### src/rtl/txpippm_step_sequencer.sv
// txpippm_step_sequencer
//   Command-side initiator for the per-channel TX phase-interpolator PPM
//   controllers. Accepts one request (channel mask, step size, pulse count),
//   emits that many single-cycle PPM pulses spaced PULSE_INTERVAL cycles apart
//   on the shared sel/pulse/stepsize bus, then strobes done (with an abort
//   flag). Runs entirely in the TXUSRCLK domain.
//
// Ports
//   gtwiz_userclk_tx_usrclk_in  clock (TXUSRCLK)
//   gtwiz_reset_all_n_in        async active-low reset
//   gtwiz_userclk_tx_active_in  TX clock active; low aborts / holds idle
//   req_valid_in/req_ready_out  request handshake
//   req_sel_in/stepsize/count   request payload
//   abort_in                    abort the in-flight request
//   sel_out/pulse_out/stepsize_out  bus to the PPM controllers
//   busy_out, done_out, aborted_out, pulses_issued_out  status
//   ppm_offset_out              signed cumulative offset (0 unless enabled)
//
// Configuration
//   TXPIPPM_STEP_SEQUENCER_ACCUM_EN  enables the saturating 24-bit signed
//   offset accumulator behind ppm_offset_out.
module txpippm_step_sequencer #(
  parameter int CHANNEL_COUNT  = 10,
  parameter int COUNT_WIDTH    = 16,
  parameter int PULSE_INTERVAL = 16
) (
  input  logic                     gtwiz_userclk_tx_usrclk_in,
  input  logic                     gtwiz_reset_all_n_in,
  input  logic                     gtwiz_userclk_tx_active_in,
  input  logic                     req_valid_in,
  output logic                     req_ready_out,
  input  logic [CHANNEL_COUNT-1:0] req_sel_in,
  input  logic [4:0]               req_stepsize_in,
  input  logic [COUNT_WIDTH-1:0]   req_count_in,
  input  logic                     abort_in,
  output logic [CHANNEL_COUNT-1:0] sel_out,
  output logic                     pulse_out,
  output logic [4:0]               stepsize_out,
  output logic                     busy_out,
  output logic                     done_out,
  output logic                     aborted_out,
  output logic [COUNT_WIDTH-1:0]   pulses_issued_out,
  output logic signed [23:0]       ppm_offset_out
);

  localparam int WAIT_W = 16;

  typedef enum logic [1:0] {S_IDLE, S_PULSE, S_WAIT, S_DONE} state_t;

  logic clk, rst_n;
  assign clk   = gtwiz_userclk_tx_usrclk_in;
  assign rst_n = gtwiz_reset_all_n_in;

  state_t                   state_q, state_d;
  logic [CHANNEL_COUNT-1:0] sel_q, sel_d;
  logic [4:0]               step_q, step_d;
  logic [COUNT_WIDTH-1:0]   count_q, count_d;
  logic [COUNT_WIDTH-1:0]   issued_q, issued_d;
  logic [WAIT_W-1:0]        wait_q, wait_d;
  logic                     aborted_q, aborted_d;
  // Holds ready low while reset is asserted; rises on the first clock after
  // release so the handshake never sees the reset-state IDLE as "ready".
  logic                     ready_en_q;

  logic abort_req, accept;

  assign abort_req     = abort_in | ~gtwiz_userclk_tx_active_in;
  assign req_ready_out = ready_en_q & gtwiz_userclk_tx_active_in & (state_q == S_IDLE);
  assign accept        = req_valid_in & req_ready_out;

  always_comb begin
    state_d   = state_q;
    sel_d     = sel_q;
    step_d    = step_q;
    count_d   = count_q;
    issued_d  = issued_q;
    wait_d    = wait_q;
    aborted_d = aborted_q;
    unique case (state_q)
      S_IDLE: begin
        if (accept) begin
          sel_d     = req_sel_in;
          step_d    = req_stepsize_in;
          count_d   = req_count_in;
          issued_d  = '0;
          aborted_d = 1'b0;
          state_d   = (req_count_in == '0) ? S_DONE : S_PULSE;
        end
      end
      S_PULSE: begin
        // The pulse on the bus this cycle counts even if it is being aborted.
        issued_d = issued_q + COUNT_WIDTH'(1);
        wait_d   = WAIT_W'(PULSE_INTERVAL - 1);
        if (abort_req) begin
          aborted_d = 1'b1;
          state_d   = S_DONE;
        end else begin
          state_d = S_WAIT;
        end
      end
      S_WAIT: begin
        wait_d = wait_q - WAIT_W'(1);
        // Abort is tested first so it wins over the final expiry.
        if (abort_req) begin
          aborted_d = 1'b1;
          state_d   = S_DONE;
        end else if (wait_q == WAIT_W'(1)) begin
          state_d = (issued_q == count_q) ? S_DONE : S_PULSE;
        end
      end
      S_DONE: begin
        sel_d   = '0;
        step_d  = '0;
        state_d = S_IDLE;
      end
      default: state_d = S_IDLE;
    endcase
  end

  always_ff @(posedge clk or negedge rst_n) begin
    if (!rst_n) begin
      state_q    <= S_IDLE;
      sel_q      <= '0;
      step_q     <= '0;
      count_q    <= '0;
      issued_q   <= '0;
      wait_q     <= '0;
      aborted_q  <= 1'b0;
      ready_en_q <= 1'b0;
    end else begin
      state_q    <= state_d;
      sel_q      <= sel_d;
      step_q     <= step_d;
      count_q    <= count_d;
      issued_q   <= issued_d;
      wait_q     <= wait_d;
      aborted_q  <= aborted_d;
      ready_en_q <= 1'b1;
    end
  end

  assign sel_out           = sel_q;
  assign stepsize_out      = step_q;
  assign pulse_out         = (state_q == S_PULSE);
  assign done_out          = (state_q == S_DONE);
  assign busy_out          = (state_q != S_IDLE);
  assign aborted_out       = (state_q == S_DONE) & aborted_q;
  assign pulses_issued_out = issued_q;

`ifdef TXPIPPM_STEP_SEQUENCER_ACCUM_EN
  logic signed [23:0] acc_q;
  logic signed [24:0] acc_sum;
  logic signed [24:0] mag;

  always_comb begin
    mag     = $signed({21'd0, step_q[3:0]});
    acc_sum = step_q[4] ? ($signed({acc_q[23], acc_q}) - mag)
                        : ($signed({acc_q[23], acc_q}) + mag);
  end

  always_ff @(posedge clk or negedge rst_n) begin
    if (!rst_n) begin
      acc_q <= '0;
    end else if (state_q == S_PULSE) begin
      // Bits 24/23 disagree only on overflow; bit 24 gives the direction.
      if (acc_sum[24] != acc_sum[23])
        acc_q <= acc_sum[24] ? 24'sh800000 : 24'sh7FFFFF;
      else
        acc_q <= acc_sum[23:0];
    end
  end

  assign ppm_offset_out = acc_q;
`else
  assign ppm_offset_out = '0;
`endif

endmodule

### config.mk
export PLATFORM = sky130hd
export DESIGN_NAME = txpippm_step_sequencer
export DESIGN_NICKNAME = d
export VERILOG_FILES = /design/src/rtl/txpippm_step_sequencer.sv
export SDC_FILE = /design/constraint.sdc
export NUM_CORES = 1
export LEC_CHECK = 0
export ABC_AREA = 1
export CORE_MARGIN = 4
export CORE_UTILIZATION = 35
export DETAILED_ROUTE_END_ITERATION = 10
export HOLD_SLACK_MARGIN = 0.06
export PLACE_DENSITY = 0.62
export SYNTH_ARGS = -nofsm -noshare
export SYNTH_HDL_FRONTEND = slang
export SYNTH_SLANG_ARGS = --single-unit
### constraint.sdc
create_clock -name gtwiz_userclk_tx_usrclk_in -period 4.7 [get_ports gtwiz_userclk_tx_usrclk_in]
set_input_delay 1.41 -clock gtwiz_userclk_tx_usrclk_in [delete_from_list [all_inputs] [get_ports gtwiz_userclk_tx_usrclk_in]]
set_output_delay 1.41 -clock gtwiz_userclk_tx_usrclk_in [all_outputs]
set_load 0.005 [all_outputs]
==> results.md <==
Logic synthesis:
- Summing the areas of all compound-gate instances in the mapped netlist gives 11.28% of the synthesized area.
- The total of flip-flops plus latches after synthesis is 67.
- By area, the combinational part of the netlist is dominated by simple AND/OR/NAND/NOR gates.
- After synthesis, flip-flops and latches occupy 45.25% of the total area.
- After Yosys synthesis, and, or, nand and nor cells account for 25.16% of the synthesized area.
- The average size of a mapped cell is 7.515 sq um.
- The synthesized netlist cell count is 493.
- The arithmetic-cell share of the synthesized area counting full adders, half adders and majority gates is 2.702%.
- The count of distinct cell types in the synthesized netlist is 30.
- The mux share of post-synthesis cell area is 0%.
- The cell area after synthesis is 3705 sq um.
- The number of synthesis warnings is 0.
- The XOR/XNOR share of the synthesized area is 0.4728%.

Floorplanning:
- In this run the count of I/O pins placed on the die edge is 96.
- The vertical die dimension is 110.9 um.
- From left edge to right edge, the die measures 110.9 um.
- The row count is 37.
- The floorplan step defined a core boundary enclosing 10320 sq um.
- The die area is 12300 sq um.
- The starting density of the core is 35.89%.

Placement:
- In this run the cell area measured after placement is 4463 sq um.
- The quantity of I/O buffers inserted on ports is 71.
- The placer's final routability congestion estimate is 0.7859.
- The half-perimeter wire length after placement is 6591 um.

Routing:
- Before antenna repair, the detailed router went through 5 iterations.
- The aggregate routed wire length is 8645 um.
- The remaining routing DRC violations is 0.
- The routed length per instance is 12.21 um.
- Dividing the detail-routed via count by the number of cells gives 4.626.
- The DRC violation total after the first TritonRoute iteration is 149.
- The number of routed nets with antenna violations is 0.
- The via count is 3275.

Clock network:
- The tree is rooted in a clkbuf_8.
- The clock network latency to the later pin of the worst-skew pair is 0.34 ns.
- The sink count of the clock tree is 67.
- The number of hold buffers added after CTS was 0.
- TritonCTS built the clock tree.
- The clock-pin transition on the worst setup and hold timing paths is 0.07 ns.
- Buffers added to address setup during post-CTS repair amount to 0.
- The number of clock buffers added by TritonCTS is 9.
- Post-CTS repair changed the size of 0 cells.
- Counting along the longest clock path gives a buffer depth of 2.
- The total number of H-tree levels is 3.

Global route:
- The global-route congestion overflow total is 0.
- Entering global routing, the biggest net connects 38 pins.
- The first global-routing pass estimated 14630 um of wire.
- The number of global-route vias before repair is 3151.
- The global-route usage over all layers is 14.15%.
- The initial antenna violation count came to 0.

Timing:
- The final setup skew is 0.008466 ns.
- The max-slew violation count is 0.
- The count of final hold-check violations is 0.
- Final hold analysis gives a worst-case slack of 0.4953 ns.
- The post-route clock period utilization is 84.51%.
- For the final routed database, the setup TNS stands at 0 ns.
- Measured against its own limit, the worst slew margin works out to 42.98%.
- Static timing analysis puts the maximum clock frequency at 0.2518 GHz.
- Setup repair after global routing left no endpoint under its margin.
- The final period demand of the worst path is 3.972 ns.
- The total of endpoints with negative setup slack in the final report is 0.
- At the pin with the least slew margin, the transition time is 0.8552 ns.

Hold path:
- The class of the tightest hold or removal check is reg2reg.

Pwr:
- The worst-case IR drop observed on VDD is 0.2353 mV.
- Power spread over the standard cell area amounts to 504.0 nW/um^2.
- Summed over all cells, the static leakage comes to 2.264 nW.

Final layout:
- The layout overhead on the synthesized area is 25.94%.
- The antenna cell count is 0.
- Of the cells placed in the final design, the portion with a size suffix greater than 1 is 6.469%.
- The final instance area is 4666 sq um.
- The post-layout net count is 611.
- The library cells used most frequently in the layout, excluding fill and tap cells, are nand2_1 (106), inv_1 (87), clkdlybuf4s50_1 (70), dfrtp_1 (67), o21ai_0 (49).
- The leading cell type in the layout, fill and taps excluded is nand2_1.

Worst setup path:
- At the worst endpoint, the arrival time is 2.56 ns.
- The critical path is of the in2out type.
- The worst setup path is launched from an input pin.
- The highest fanout seen on the critical path is 2.
- Data on the critical path is required at its endpoint by 3.29 ns.
- The worst setup path is captured at an output port.

Run status:
- The run finished with clean final reports.

Run:
- Max-cap violations in this run came to 0.
==> path summary, 6_finish.rpt <==
path	from	endpoint	slack, ns	depth (start not counted)
hold reg to reg	wait_q[3]	wait_q[3]	0.50	2
setup / recovery	gtwiz_userclk_tx_active_in	req_ready_out	0.73	4
hold / removal	wait_q[3]	wait_q[3]	0.50	2
min in group asynchronous	gtwiz_reset_all_n_in	wait_q[5]	1.18	1
max in group asynchronous	gtwiz_reset_all_n_in	wait_q[6]	2.61	2
setup reg to reg	state_q[0]	pulses_issued_out[11]	2.13	11
==> synthesized netlist by cell type (all sizes together) <==
| library cell | instances | share of area (%) |
|---|---|---|
| ha | 8 | 2.7 |
| clkbuf | 5 | 0.51 |
| nand2 | 112 | 12 |
| or2 | 1 | 0.17 |
| o21a | 2 | 0.41 |
| nand4 | 10 | 1.7 |
| o21ai | 51 | 7.0 |
| buf | 28 | 5.4 |
| xnor2 | 1 | 0.24 |
| nand3 | 30 | 4.1 |
| nor4 | 1 | 0.17 |
| conb | 2 | 0.20 |
| clkinv | 1 | 0.10 |
| nor2 | 42 | 5.0 |
| o211ai | 1 | 0.20 |
| xor2 | 1 | 0.24 |
| dfrtp | 67 | 45 |
| and2 | 1 | 0.17 |
| nor3 | 14 | 2.2 |
| o22ai | 1 | 0.17 |
| inv | 88 | 8.9 |
| a21oi | 26 | 3.5 |
==> layout make-up <==
| cell class | count | area, sq um |
|---|---|---|
| Inverter | 89 | 334.1 |
| Timing Repair Buffer | 73 | 720.7 |
| Tap cell | 136 | 170.2 |
| Multi-Input combinational cell | 327 | 1562 |
| Clock inverter | 6 | 65.06 |
| Clock buffer | 10 | 137.6 |
| Sequential cell | 67 | 1677 |
| Fill cell | 1037 | 5658 |
==> worst max-delay path: stages <==
cell	delay [ns]
clkdlybuf4s50_1	0.45
inv_1	0.05
nor2_2	0.13
clkdlybuf4s50_1	0.52
==> layer usage <==
metal	part of all wire (%)	GRT usage [%]
met2	48	23.99
met1	44	17.57
met5	0	0
met4	0.42	2.791
met3	6.9	4.858
==> registers in the layout, indices dropped and copies added (netlist names) <==
name / cells
pulses_issued_out: 16
ready_en_q: 1
count_q: 16
stepsize_out: 5
wait_q: 16
sel_out: 10
state_q: 2
aborted_q: 1
==> report_power, final <==
group	internal [W]	switching [W]	leakage, nW	total (W)
Combinational	0.000431	0.000522	1.29	0.000952
Sequential	0.000760	0.000153	0.869	0.000913
Clock	0.000259	0.000227	0.102	0.000486
==> through the flow <==
stage	power (W)	utilization [%]	instances	setup WS [ns]
after CTS	0.002382	45.19	708	0.7139
final	0.002352	45.19	708	0.7279
after floorplan	0.001457	-	516	1.711
after global routing	0.002563	45.19	708	0.6673
after detailed placement	0.001884	43.23	692	0.7152
after global placement	0.001857	43.23	692	0.7364
==> cell families after synthesis <==
family	Yosys count
AO/OA/AOI/OAI	81
XOR/XNOR	2
adder cells (fa/ha/maj)	8
buffers and inverters	122
flip-flops	67
other	2
AND/OR/NAND/NOR	211
(Power assumes the default switching activity.)
==> RTL change, RTL diff (config.mk and constraints unchanged) <==
The parameter `COUNT_WIDTH` goes from 16 to 24.
--- a/src/rtl/txpippm_step_sequencer.sv
+++ b/src/rtl/txpippm_step_sequencer.sv
@@ -21,7 +21,7 @@
 //   offset accumulator behind ppm_offset_out.
 module txpippm_step_sequencer #(
   parameter int CHANNEL_COUNT  = 10,
-  parameter int COUNT_WIDTH    = 16,
+  parameter int COUNT_WIDTH    = 24,
   parameter int PULSE_INTERVAL = 16
 ) (
   input  logic                     gtwiz_userclk_tx_usrclk_in,
Ports: changed (resized pulses_issued_out and req_count_in); port bits go from 96 to 112. No check against the original RTL was run, so the function may have changed too.
==> RTL change against the original RTL <==
- via count is 25% higher
- critical path depth stayed put
- final area is 26% higher
- setup slack better by 0.0098 ns
- first-iteration DRC count is 32% higher
- synthesized cell count is 24% higher
- worst hold slack worse by 0.0067 ns
- utilization is 0.95 points higher
- synthesized area is 25% higher
- die area is 23% higher
- sequential cell count is 16 higher
- wire length is 31% higher
- total power is 28% higher
- largest power group is now registers
==> RTL change: results (changes against the original RTL) <==
Clk_lat worst skew: 0.34 ns (about the same)
Max clock buf depth: 2 (unchanged)
Antenna violations before repair: 0 (unchanged)
Ranking of synthesized cells by area: dfrtp_1 (45%), nand2_1 (12%), inv_1 (8.0%) (was dfrtp_1 (45%), nand2_1 (11%), inv_1 (8.8%))
Worst relative slew slack: 30.62% (was 42.98%)
Root buffer cell: clkbuf_16 (was clkbuf_8)
FILL cells: 1,281 (was 1,037)
Distinct cells, synth: 34 (was 30)
H-tree depth: 3 (unchanged)
Clock-pin slew on the worst setup and hold paths: 0.06 ns
Ant diodes: 0 (unchanged)
Port bufs: 87 (was 71)
Gr usage total: 15.97% (was 14.15%)
Vias: 4,081 (was 3,275)
Sequential area share after synthesis: 44.99% (was 45.25%)
Ranking of synthesized cells by instance count: nand2_1 (147), inv_1 (98), dfrtp_1 (83), o21ai_0 (68), nor2_1 (47) (was nand2_1 (106), inv_1 (87), dfrtp_1 (67), o21ai_0 (49), nor2_1 (35))
Largest net degree at the start of global routing: 84 (was 38)
Hold WC Path Type: reg2reg (unchanged)
First-pass GRT wire length: 19.27 mm (was 14.63 mm)
Final WL: 11.33 mm (was 8.645 mm)
Iteration-0 DRC count of the detailed router: 196 (was 149)
LEAKAGE: 0.002780 uW (was 0.002264 uW)
RD Place Congestion: 0.8095 (was 0.7859)
Final nets: 752 (was 611)
Post-CTS Resized: 0 (unchanged)
Drt pass-1 iters: 4 (was 5)
Peak supply drop: 0.2851 mV (was 0.2353 mV)
Postcts setup bufs: 0 (unchanged)
Layout cells sized above 1: 5.957% (was 6.469%)
Status: complete, no violations (unchanged)
CTS buffer count: 9 (unchanged)
Ys async rst share: 100.0% (unchanged)
HPWL Detailed: 8.495 mm (was 6.591 mm)
EDFF count, synth: 0 (unchanged)
Place WS: 0.7360 ns (was 0.7152 ns)
Worst Path Max Fanout: 3 (was 2)
Yosys warns: 0 (unchanged)
Worst Skew: 0.007977 ns (was 0.008466 ns)
RTL change: worst max-delay path, stage by stage:
cell             delay (ns)
clkdlybuf4s50_1        0.45
inv_1                  0.07
nor2_4                 0.12
clkdlybuf4s50_1        0.50
RTL change: report_power, final:
group          switching [uW]  internal [uW]
Sequential                183            949
Clock                     296            480
Combinational             600            498
RTL change: path summary, 6_finish.rpt:
path / cells past startpoint / from / slack [ns] / end
worst min register to register: 1 / wait_q[5] / 0.49 / wait_q[5]
worst max-delay path: 4 / gtwiz_userclk_tx_active_in / 0.74 / req_ready_out
max in group asynchronous: 1 / gtwiz_reset_all_n_in / 2.78 / count_q[7]
min in group asynchronous: 1 / gtwiz_reset_all_n_in / 1.27 / wait_q[4]
worst min-delay path: 1 / wait_q[5] / 0.49 / wait_q[5]
worst max register to register: 9 / state_q[1] / 2.41 / pulses_issued_out[15]
RTL change: routing by layer:
| layer | vias to the layer above | GRT usage [%] | wire length, um |
|---|---|---|---|
| li1 | 2067 | - | - |
| met1 | 1897 | 20.39 | 5183 |
| met2 | 110 | 27.06 | 5322 |
| met3 | 7 | 5.023 | 749 |
| met4 | 0 | 2.519 | 74 |
| met5 | - | 0 | 0 |
RTL change: cell families (layout without fill, tap and decap cells):
kind of cell             count (synthesis)  count (layout)  share of synthesized area, %
AND/OR/NAND/NOR                        273             273                         26.61
buffers and inverters                  136             205                         13.22
AO/OA/AOI/OAI                          108             108                         12.28
flip-flops                              83              83                         44.99
adder cells (fa/ha/maj)                  8               8                         2.168
XOR/XNOR                                 3               3                        0.5692
other                                    2              25                        0.1627
RTL change: per-stage QoR:
step | util, % | hold slack [ns] | instances | instance area (um2) | total power (uW)
floorplan | - | 0.4477 | 636 | 4703 | 1758
global placement | 43.58 | 0.4759 | 861 | 5567 | 2225
detailed placement | 43.58 | 0.4845 | 861 | 5567 | 2252
CTS | 46.15 | 0.4915 | 877 | 5894 | 3044
global route | 46.15 | 0.5219 | 877 | 5894 | 3261
finish | 46.15 | 0.4886 | 877 | 5894 | 3006
RTL change: cell type report:
cell class | count | area (um2) | share of cell area, %
Clock buffer | 10 | 239.0 | 4.054
Clock inverter | 6 | 88.84 | 1.507
Inverter | 100 | 375.4 | 6.368
Multi-Input combinational cell | 417 | 2016 | 34.20
Sequential cell | 83 | 2077 | 35.24
Tap cell | 172 | 215.2 | 3.651
Timing Repair Buffer | 89 | 883.3 | 14.99
